File: config.mk
export PLATFORM = sky130hd
export DESIGN_NAME = alu_op_sequencer
export DESIGN_NICKNAME = d
export VERILOG_FILES = /design/src/rtl/CPU_package.sv /design/src/rtl/alu_wide_legal_check.sv /design/src/rtl/alu_op_sequencer.sv
export SDC_FILE = /design/constraint.sdc
export NUM_CORES = 1
export LEC_CHECK = 0
export CORE_UTILIZATION = 30
export DETAILED_ROUTE_END_ITERATION = 10
export GPL_TIMING_DRIVEN = 0
export MAX_ROUTING_LAYER = met4
export PLACE_DENSITY_LB_ADDON = 0.3
export SLEW_MARGIN = 0
export SYNTH_ARGS = -nofsm -noshare
export SYNTH_HDL_FRONTEND = slang
export SYNTH_SLANG_ARGS = --single-unit
File: constraint.sdc
create_clock -name clk -period 5.09 [get_ports clk]
set_clock_uncertainty 0.15 [all_clocks]
set_input_delay 1.018 -clock clk [delete_from_list [all_inputs] [get_ports clk]]
set_output_delay 1.018 -clock clk [all_outputs]
set_load 0.005 [all_outputs]
File: src/rtl/CPU_package.sv
// Shared CPU types: ALU word width, opcode and flag encodings, sequencer states.
package CPU_package;

   localparam int unsigned DATA_WIDTH = 16;

   typedef enum logic [2:0] {
      OP_ADD = 3'd0,
      OP_SUB = 3'd1,
      OP_AND = 3'd2,
      OP_OR  = 3'd3,
      OP_XOR = 3'd4,
      OP_NOT = 3'd5,
      OP_SHL = 3'd6,
      OP_SHR = 3'd7
   } enum_alu_opcode_t;

   typedef struct packed {
      logic carry;
      logic zero;
      logic negative;
      logic overflow;
   } struct_alu_flag_t;

   typedef enum logic [1:0] {
      IDLE = 2'd0,
      LO   = 2'd1,
      HI   = 2'd2,
      RESP = 2'd3
   } enum_alu_seq_state_t;

endpackage

File: src/rtl/alu_wide_legal_check.sv
// Flags double-word requests the two-pass sequencer cannot chain correctly.
module alu_wide_legal_check
   import CPU_package::*;
(
   input  enum_alu_opcode_t opcode,
   input  logic             mode,
   input  logic             wide,
   output logic             illegal_c
);

   logic legal_wide;

   // Only carry-chained ADD and bitwise AND/OR split cleanly into two halves.
   always_comb begin
      legal_wide = (mode && (opcode == OP_ADD)) ||
                   (!mode && ((opcode == OP_AND) || (opcode == OP_OR)));
      illegal_c  = wide && !legal_wide;
   end

endmodule

File: src/rtl/alu_op_sequencer.sv
// Issues single- or double-word operations to a combinational ALU and returns
// the combined result over a valid/ready response channel.
module alu_op_sequencer
   import CPU_package::*;
#(
   parameter int unsigned DATA_WIDTH = CPU_package::DATA_WIDTH,
   parameter int unsigned WIDE_W     = 2 * DATA_WIDTH
) (
   input  logic                  clk,
   input  logic                  rst,
   input  logic                  req_valid,
   output logic                  req_ready,
   input  enum_alu_opcode_t      req_opcode,
   input  logic                  req_mode,
   input  logic                  req_wide,
   input  logic [WIDE_W-1:0]     req_a,
   input  logic [WIDE_W-1:0]     req_b,
   input  logic                  req_carry,
   output logic [DATA_WIDTH-1:0] alu_in_a,
   output logic [DATA_WIDTH-1:0] alu_in_b,
   output logic                  alu_input_carry,
   output enum_alu_opcode_t      alu_opcode,
   output logic                  alu_mode,
   input  logic [DATA_WIDTH-1:0] alu_out,
   input  struct_alu_flag_t      alu_out_flag,
   output logic                  rsp_valid,
   input  logic                  rsp_ready,
   output logic [WIDE_W-1:0]     rsp_data,
   output struct_alu_flag_t      rsp_flag,
   output logic                  rsp_err
);

   enum_alu_seq_state_t   state;
   enum_alu_opcode_t      op_opcode;
   logic                  op_mode;
   logic                  op_wide;
   logic [WIDE_W-1:0]     op_a;
   logic [WIDE_W-1:0]     op_b;
   logic                  op_carry;
   logic [DATA_WIDTH-1:0] lo_res;
   logic                  lo_carry;
   logic                  lo_zero;
   logic                  illegal_c;
   struct_alu_flag_t      wide_flag;

   alu_wide_legal_check u_legal (
      .opcode    (req_opcode),
      .mode      (req_mode),
      .wide      (req_wide),
      .illegal_c (illegal_c)
   );

   // A wide result is zero only if both halves are zero.
   always_comb begin
      wide_flag      = alu_out_flag;
      wide_flag.zero = lo_zero & alu_out_flag.zero;
   end

   // ALU drive depends only on state and latched request fields.
   always_comb begin
      alu_in_a        = '0;
      alu_in_b        = '0;
      alu_input_carry = 1'b0;
      alu_opcode      = OP_ADD;
      alu_mode        = 1'b0;
      case (state)
         LO: begin
            alu_in_a        = op_a[DATA_WIDTH-1:0];
            alu_in_b        = op_b[DATA_WIDTH-1:0];
            alu_input_carry = op_carry;
            alu_opcode      = op_opcode;
            alu_mode        = op_mode;
         end
         HI: begin
            alu_in_a        = op_a[WIDE_W-1:DATA_WIDTH];
            alu_in_b        = op_b[WIDE_W-1:DATA_WIDTH];
            alu_input_carry = (op_opcode == OP_ADD) ? lo_carry : 1'b0;
            alu_opcode      = op_opcode;
            alu_mode        = op_mode;
         end
         default: ;
      endcase
   end

   always_ff @(posedge clk) begin
      if (rst) begin
         state     <= IDLE;
         req_ready <= 1'b1;
         rsp_valid <= 1'b0;
         rsp_data  <= '0;
         rsp_flag  <= '0;
         rsp_err   <= 1'b0;
         op_opcode <= OP_ADD;
         op_mode   <= 1'b0;
         op_wide   <= 1'b0;
         op_a      <= '0;
         op_b      <= '0;
         op_carry  <= 1'b0;
         lo_res    <= '0;
         lo_carry  <= 1'b0;
         lo_zero   <= 1'b0;
      end else begin
         case (state)
            IDLE: begin
               if (req_valid) begin
                  op_opcode <= req_opcode;
                  op_mode   <= req_mode;
                  op_wide   <= req_wide;
                  op_a      <= req_a;
                  op_b      <= req_b;
                  op_carry  <= req_carry;
                  req_ready <= 1'b0;
                  if (illegal_c) begin
                     state     <= RESP;
                     rsp_valid <= 1'b1;
                     rsp_err   <= 1'b1;
                     rsp_data  <= '0;
                     rsp_flag  <= '0;
                  end else begin
                     state <= LO;
                  end
               end
            end
            LO: begin
               lo_res   <= alu_out;
               lo_carry <= alu_out_flag.carry;
               lo_zero  <= alu_out_flag.zero;
               if (op_wide) begin
                  state <= HI;
               end else begin
                  state     <= RESP;
                  rsp_valid <= 1'b1;
                  rsp_err   <= 1'b0;
                  rsp_data  <= {{(WIDE_W-DATA_WIDTH){1'b0}}, alu_out};
                  rsp_flag  <= alu_out_flag;
               end
            end
            HI: begin
               state     <= RESP;
               rsp_valid <= 1'b1;
               rsp_err   <= 1'b0;
               rsp_data  <= {alu_out, lo_res};
               rsp_flag  <= wide_flag;
            end
            RESP: begin
               if (rsp_ready) begin
                  state     <= IDLE;
                  rsp_valid <= 1'b0;
                  req_ready <= 1'b1;
               end
            end
            default: state <= IDLE;
         endcase
      end
   end

endmodule

==> impl_metrics.toml, run 1 <==
[floorplan]
die-area_sq_um = 19400
rows = 49
die_width_um = 139
die_h_um = 139
core-area_sq_um = 18200
start_util_pct = 31.0
ios = 170

[timing]
setup_viol = 0
fin_hold_ws_ps = 307
post-route-period-util_pct = 78.1
rsz0062_at_grt = "false"
relSlewSlack_pct = 58.7
hold_violations = 0
fin_crit_ps = 3980
fin_setup_tns_ps = 0
maxClockFrequency_ghz = 0.252
tightest_slew_ps = 619
slew_violations = 0

[grt]
grt-ovfl-total = 0
grt_pass1_vias = 5069
grt_pass1_wl_mm = 27.1
antenna_found_initial = 0
grt_use_total_pct = 18.5
grt_max_degree = 17

[layout]
antenna_cells = 0
layout-drive-gt1-share_pct = 5.75
nets = 955
final_cell_mix = "178 x nand2_1, 169 x clkdlybuf4s50_1, 129 x dfxtp_1, 72 x a21oi_1, 54 x mux2i_1"
nFillCells = 1806
fin_util_pct = 44.9
layout_commonest_cell = "nand2_1"
syn_to_final_growth_pct = 44.7

[setup_path]
slowest_stage = "clkdlybuf4s50_1"
slowest_delay_ps = 540
reg2reg_from = "state[1]"
path_delay_family = "buffers and inverters"
path_cells = "inv_1, ha_1, clkbuf_1, clkbuf_1, nor2b_1, clkdlybuf4s50_1"
crit_top_cell = "clkbuf_1"
crit_type = "flip-flop to output port"
cp_data_required_time_ps = 3920
path_buf_inv = 4
crit_start = "state[1]"
critPathLaunchType = "flip-flop"
end_kind = "output port"
cp.arrival_ps = 2810
r2r_slack_ps = 2800
crit_fanout = 10

[clocking]
clkTransAtPathRegs_ps = 60
ctsLongestPathBuffers = 2
cts-root-buf = "clkbuf_16"
clock_latency_ps = 410
cts_hold_buf = 0
cts_inserted_buffers = 17
cts_setup_buffers = 0
cts_max_level = 4
cts.repair.resized = 0
cts_tree = "done"
cts_sinks = 129

[drt]
drc = 11
via_per_inst = 4.68
routed_wl_mm = 16.7
antenna_left = 0
drtIter0Drc = 221
routedWlPerCell_um = 15.2
vias = 5139
dr.pass1.iters = 11

[yosys]
syn-instance-count = 668
yosysUniqueCellTypes = 34
syn_avg_cell_area_sq_um = 8.46
synth_area_sq_um = 5650
ys_ff_latch = 129
ys_seq_area_share_pct = 45.7
ys_warn_count = 0
synth_nets = 767

[worst_hold_path]
hp-class = "flip-flop to flip-flop"
min_from = "op_b[31]"

[outcome]
violations = "design-rule violations"
status = "finished, violations left"

[power]
powerDensity_nw_per_um2 = 488
ir_drop_mv = 0.232
leakage_nw = 2.89

[placement]
hpwl_mm = 12.2
portBuffers = 169
gp_congestion = 0.823

[run]
max_cap_violations = 0
==> stage by stage <==
step	area, sq um	std cells	setup WS (ps)	total power, W
2_1_floorplan	5650	668	2560	0.00235
3_3_place_gp	7630	1066	1500	0.00290
3_5_place_dp	7630	1066	1550	0.00291
4_1_cts	8170	1098	1060	0.00404
5_1_grt	8170	1098	913	0.00425
6_report	8170	1098	1110	0.00399
==> worst min-delay path: stages (launching register included) <==
cell     delay (ps)
dfxtp_1         310
nand2_1          50
a21oi_1          50
==> final cells by class <==
type	instances	area, sq um	share of cell area, %
sequential	129	2580	31.6
clock inverter	13	104	1.27
timing repair buffer	169	1690	20.7
buffer	54	267	3.26
inverter	5	18.8	0.230
multi-input combinational	480	2780	34.0
tap	229	287	3.51
clock buffer	19	443	5.42
==> kinds of logic (layout without fill, tap and decap cells) <==
kind of cell               after synthesis  in the layout  synth area share (%)
AOI/OAI and AO/OA                      132            132                  15.0
adders and majority gates                5              5                  1.11
buffers and inverters                   59            260                  5.05
DFF                                    129            129                  45.7
muxes                                   56             56                  9.97
and+or+nand+nor                        287            287                  23.2
==> power breakdown <==
group          internal, W  leakage, nW  switching (W)
registers          0.00120         1.05      0.0000991
clock network     0.000642        0.265       0.000481
logic             0.000706         1.57       0.000867
==> state kept, by name, indices dropped and copies added (netlist names) <==
signal	count
rsp_flag	4
op_mode	1
rsp_data	32
lo_res	16
op_wide	1
op_a	32
op_opcode	3
req_ready	1
op_carry	1
op_b	32
rsp_valid	1
lo_zero	1
lo_carry	1
state	2
rsp_err	1
==> worst paths after layout <==
path / to / cells past startpoint
max reg2reg: rsp_data[9] / 7
min: op_b[31] / 2
min reg2reg: op_b[31] / 2
max: alu_in_a[4] / 6
==> cell usage after synthesis, drive strengths merged <==
master	n	area (sq um)
and2	5	31.3
nor3	1	5.00
mux2i	54	541
o21bai	1	7.51
a311oi	1	8.76
a22o	16	140
nand2b	38	238
nand2	178	668
nand3	1	5.00
dfxtp	129	2580
a32oi	1	8.76
a21o	1	7.51
o21a	1	7.51
o311a	1	21.3
a21oi	72	360
a221oi	1	8.76
inv	5	18.8
nor3b	1	7.51
mux2	2	22.5
clkbuf	39	146
a21boi	1	7.51
o211ai	1	7.51
a211oi	1	7.51
nand3b	1	7.51
ha	5	62.6
nor2b	39	244
nor2	23	103
o21ai	2	13.8
a22oi	32	240
buf	15	120
==> per-layer routing <==
| layer | vias up | share of wire, % | global-route usage [%] |
|---|---|---|---|
| li1 | 2605 | - | - |
| met1 | 2373 | 47 | 23.7 |
| met2 | 152 | 45 | 28.4 |
| met3 | 9 | 6.6 | 5.54 |
| met4 | 0 | 0.74 | 4.62 |
| met5 | - | 0 | - |
(Power assumes the default switching activity.)
==> inputs of run 2 (changes only) <==
- clock period: 5.09 -> 3.93 ns (I/O delays scaled with it)
==> impl_metrics.toml, run 2 (synthesis gave the netlist of run 1 again) <==
[layout]
final_cell_mix = "178 x nand2_1, 169 x clkdlybuf4s50_1, 129 x dfxtp_1, 72 x a21oi_1, 54 x mux2i_1"
antenna_cells = 0
reg.largest.list = "op_a x32, op_b x32, rsp_data x32"
nets = 954
layout-drive-gt1-share_pct = 5.76
fin_util_pct = 44.9
ff_latch_area_sq_um = 2580
syn_to_final_growth_pct = 44.6
layout_commonest_cell = "nand2_1"
multi_input_area_sq_um = 2780
nFillCells = 1806

[drt]
dr.pass1.iters = 11
drc = 11
vias = 5137
routed_wl_mm = 16.6
routedWlPerCell_um = 15.2
drtIter0Drc = 240
via_per_inst = 4.68
antenna_left = 0

[timing]
fin_setup_tns_ps = 0
relSlewSlack_pct = 58.8
post-route-period-util_pct = 93.2
fin_ws_ps = 268
fin_crit_ps = 3660
maxClockFrequency_ghz = 0.273
setup_viol = 0
rsz0062_at_grt = "false"
fin_hold_ws_ps = 307
tightest_slew_ps = 617
hold_violations = 0
slew_violations = 0

[placement]
gp_congestion = 0.823
pre_cts_ws_ps = 618
portBuffers = 169
hpwl_mm = 12.2

[grt]
grt_use_total_pct = 18.5
antenna_found_initial = 0
grt-ovfl-total = 0
grt_pass1_wl_mm = 27.1
grt_max_degree = 17
grt_pass1_vias = 5069

[clocking]
cts_hold_buf = 0
cts_sinks = 129
cts-root-buf = "clkbuf_16"
clock_latency_ps = 410
cts_inserted_buffers = 17
cts_tree = "done"
cts_setup_buffers = 0
clkTransAtPathRegs_ps = 60
cts_max_level = 4
ctsLongestPathBuffers = 2
cts.repair.resized = 0

[setup_path]
end_kind = "output port"
slowest_delay_ps = 540
crit_type = "flip-flop to output port"
path_buf_inv = 4
cp_data_required_time_ps = 2990
crit_fanout = 10
critPathLaunchType = "flip-flop"
crit_top_cell = "clkbuf_1"
cp.arrival_ps = 2730
path_cells = "inv_1, ha_1, clkbuf_1, clkbuf_1, a22oi_1, nor2b_1, clkdlybuf4s50_1"
slowest_stage = "clkdlybuf4s50_1"
path_delay_family = "buffers and inverters"

[run]
max_cap_violations = 0

[outcome]
status = "finished, violations left"
violations = "design-rule violations"

[floorplan]
start_util_pct = 31.0
die-area_sq_um = 19400
ios = 170
die_h_um = 139
core-area_sq_um = 18200
rows = 49
die_width_um = 139

[power]
powerDensity_nw_per_um2 = 632
ir_drop_mv = 0.301
leakage_nw = 2.89

[worst_hold_path]
hp-class = "flip-flop to flip-flop"
-- run 2: area by class of cell --
cell class / count / area share (%)
flip-flops and latches: 129 / 31.6
plain buffers: 53 / 3.22
clock inverters: 13 / 1.27
well taps: 229 / 3.51
inverters: 5 / 0.230
repair buffers: 169 / 20.7
clock buffers: 19 / 5.42
multi-input cells: 480 / 34.0
-- run 2: stage by stage --
| step | cell area [sq um] | power, W | std cells |
|---|---|---|---|
| final | 8170 | 0.00516 | 1097 |
| after global routing | 8170 | 0.00550 | 1097 |
| after CTS | 8170 | 0.00524 | 1098 |
| after detailed placement | 7630 | 0.00377 | 1066 |
| after global placement | 7630 | 0.00375 | 1066 |
| after floorplan | 5650 | 0.00304 | 668 |
-- run 2: final timing paths --
path | startpoint | endpoint | slack [ps] | depth (start not counted)
max | state[1] | alu_in_b[15] | 270 | 7
min | op_b[31] | op_b[31] | 310 | 2
max reg2reg | state[1] | rsp_data[9] | 1420 | 7
min reg2reg | op_b[31] | op_b[31] | 310 | 2
-- run 2: where the power goes --
| part | leakage (nW) | switching, W | internal, W |
|---|---|---|---|
| clock network | 0.265 | 0.000624 | 0.000832 |
| logic | 1.57 | 0.00112 | 0.000913 |
| registers | 1.05 | 0.000127 | 0.00155 |
-- run 2: tightest hold or removal path: cells and delay by family, from the launching register on --
family,cells,cell delay (ps)
simple gates,1,50
flops,1,310
compound gates,1,50
-- run 2: layer usage --
layer	wire length [um]	global-route usage, %	vias up
met5	0	-	-
met4	142	4.62	0
met3	1110	5.54	11
met2	7550	28.4	156
met1	7850	23.7	2372
li1	-	-	2598
==> inputs of run 3 (changes only) <==
- MAX_ROUTING_LAYER: met4 -> default
==> impl_metrics.toml, run 3 (synthesis gave the netlist of run 1 again) <==
[outcome]
status = "finished, violations left"
violations = "design-rule violations"

[setup_path]
path_cells = "inv_1, ha_1, clkbuf_1, clkbuf_1, a22oi_1, nor2b_1, clkdlybuf4s50_1"
crit_top_cell = "clkbuf_1"
end_kind = "output port"
crit_type = "flip-flop to output port"
slowest_delay_ps = 550
path_buf_inv = 4
crit_fanout = 10
path_delay_family = "buffers and inverters"
r2r_slack_ps = 1420
cp.arrival_ps = 2720
cp_data_required_time_ps = 2990
slowest_stage = "clkdlybuf4s50_1"
critPathLaunchType = "flip-flop"

[timing]
tightest_slew_ps = 605
relSlewSlack_pct = 59.7
rsz0062_at_grt = "false"
post-route-period-util_pct = 93.0
fin_crit_ps = 3660
fin_setup_tns_ps = 0
maxClockFrequency_ghz = 0.274
hold_violations = 0
slew_violations = 0
setup_viol = 0

[grt]
grt_use_total_pct = 17.9
grt-ovfl-total = 0
grt_max_degree = 17
grt_pass1_vias = 5082
grt_pass1_wl_mm = 27.1
antenna_found_initial = 0

[layout]
reg.largest.list = "op_a x32, op_b x32, rsp_data x32"
nets = 954
final_cell_mix = "178 x nand2_1, 169 x clkdlybuf4s50_1, 129 x dfxtp_1, 72 x a21oi_1, 54 x mux2i_1"
layout-drive-gt1-share_pct = 5.76
syn_to_final_growth_pct = 44.6
antenna_cells = 0
layout_commonest_cell = "nand2_1"
fin_util_pct = 44.9

[clocking]
clock_latency_ps = 410
ctsLongestPathBuffers = 2
cts-root-buf = "clkbuf_16"
cts_tree = "done"
cts_inserted_buffers = 17
cts_max_level = 4
cts_hold_buf = 0
cts_sinks = 129
clkTransAtPathRegs_ps = 60

[floorplan]
die-area_sq_um = 19400
rows = 49
ios = 170
core-area_sq_um = 18200
die_width_um = 139
start_util_pct = 31.0
die_h_um = 139

[drt]
routed_wl_mm = 16.7
dr.pass1.iters = 10
vias = 5168
routedWlPerCell_um = 15.2
via_per_inst = 4.71
antenna_left = 0
drc = 11
drtIter0Drc = 211

[placement]
gp_congestion = 0.808
hpwl_mm = 12.2
portBuffers = 169

[power]
ir_drop_mv = 0.301
powerDensity_nw_per_um2 = 632
leakage_nw = 2.89

[worst_hold_path]
hp-class = "flip-flop to flip-flop"

[run]
max_cap_violations = 0
-- run 3: worst min-delay path, cell delays in order (launching register included) --
cell and delay [ps]:
dfxtp_1 310, nand2_1 50, a21oi_1 50
-- run 3: stage by stage --
step / cells / total power (W) / setup WS, ps / hold WS [ps] / cell area, sq um
2_1_floorplan: 668 / 0.00304 / 1630 / 282 / 5650
3_3_place_gp: 1066 / 0.00375 / 573 / 292 / 7630
3_5_place_dp: 1066 / 0.00377 / 618 / 297 / 7630
4_1_cts: 1098 / 0.00524 / 136 / 305 / 8170
5_1_grt: 1097 / 0.00550 / 27.9 / 323 / 8170
6_report: 1097 / 0.00516 / 274 / 307 / 8170
-- run 3: timing repair --
item / 4_1_cts / 5_1_grt
buffers inserted: 0 / 0
setup endpoints to repair: 0 / 2
hold endpoints to repair: 0 / 0
gates resized for setup: 0 / 0
-- run 3: worst paths after layout --
path,from,to,cells after the start
min reg2reg,op_b[31],op_b[31],2
min,op_b[31],op_b[31],2
max reg2reg,state[1],rsp_data[9],7
max,state[1],alu_in_b[15],7
-- run 3: layer usage --
layer	part of all wire (%)	vias to the layer above	track usage, %
met4	0.78	0	4.62
met2	45	167	28.5
li1	-	2605	-
met1	47	2386	23.4
met5	0	-	0
met3	7.2	10	5.68
-- run 3: power by group --
| part | leakage (nW) | internal (W) | switching [W] | total, W |
|---|---|---|---|---|
| clock | 0.265 | 0.000832 | 0.000624 | 0.00146 |
| combinational | 1.57 | 0.000913 | 0.00112 | 0.00203 |
| sequential | 1.05 | 0.00155 | 0.000128 | 0.00168 |
| total | 2.89 | 0.00330 | 0.00187 | 0.00516 |
-- run 3: final cells by class --
| type | instances | area (sq um) |
|---|---|---|
| inverter | 5 | 18.8 |
| timing repair buffer | 169 | 1690 |
| clock buffer | 19 | 443 |
| buffer | 53 | 263 |
| tap | 229 | 287 |
| multi-input combinational | 480 | 2780 |
| clock inverter | 13 | 104 |
| fill | 1806 | 10000 |
| sequential | 129 | 2580 |
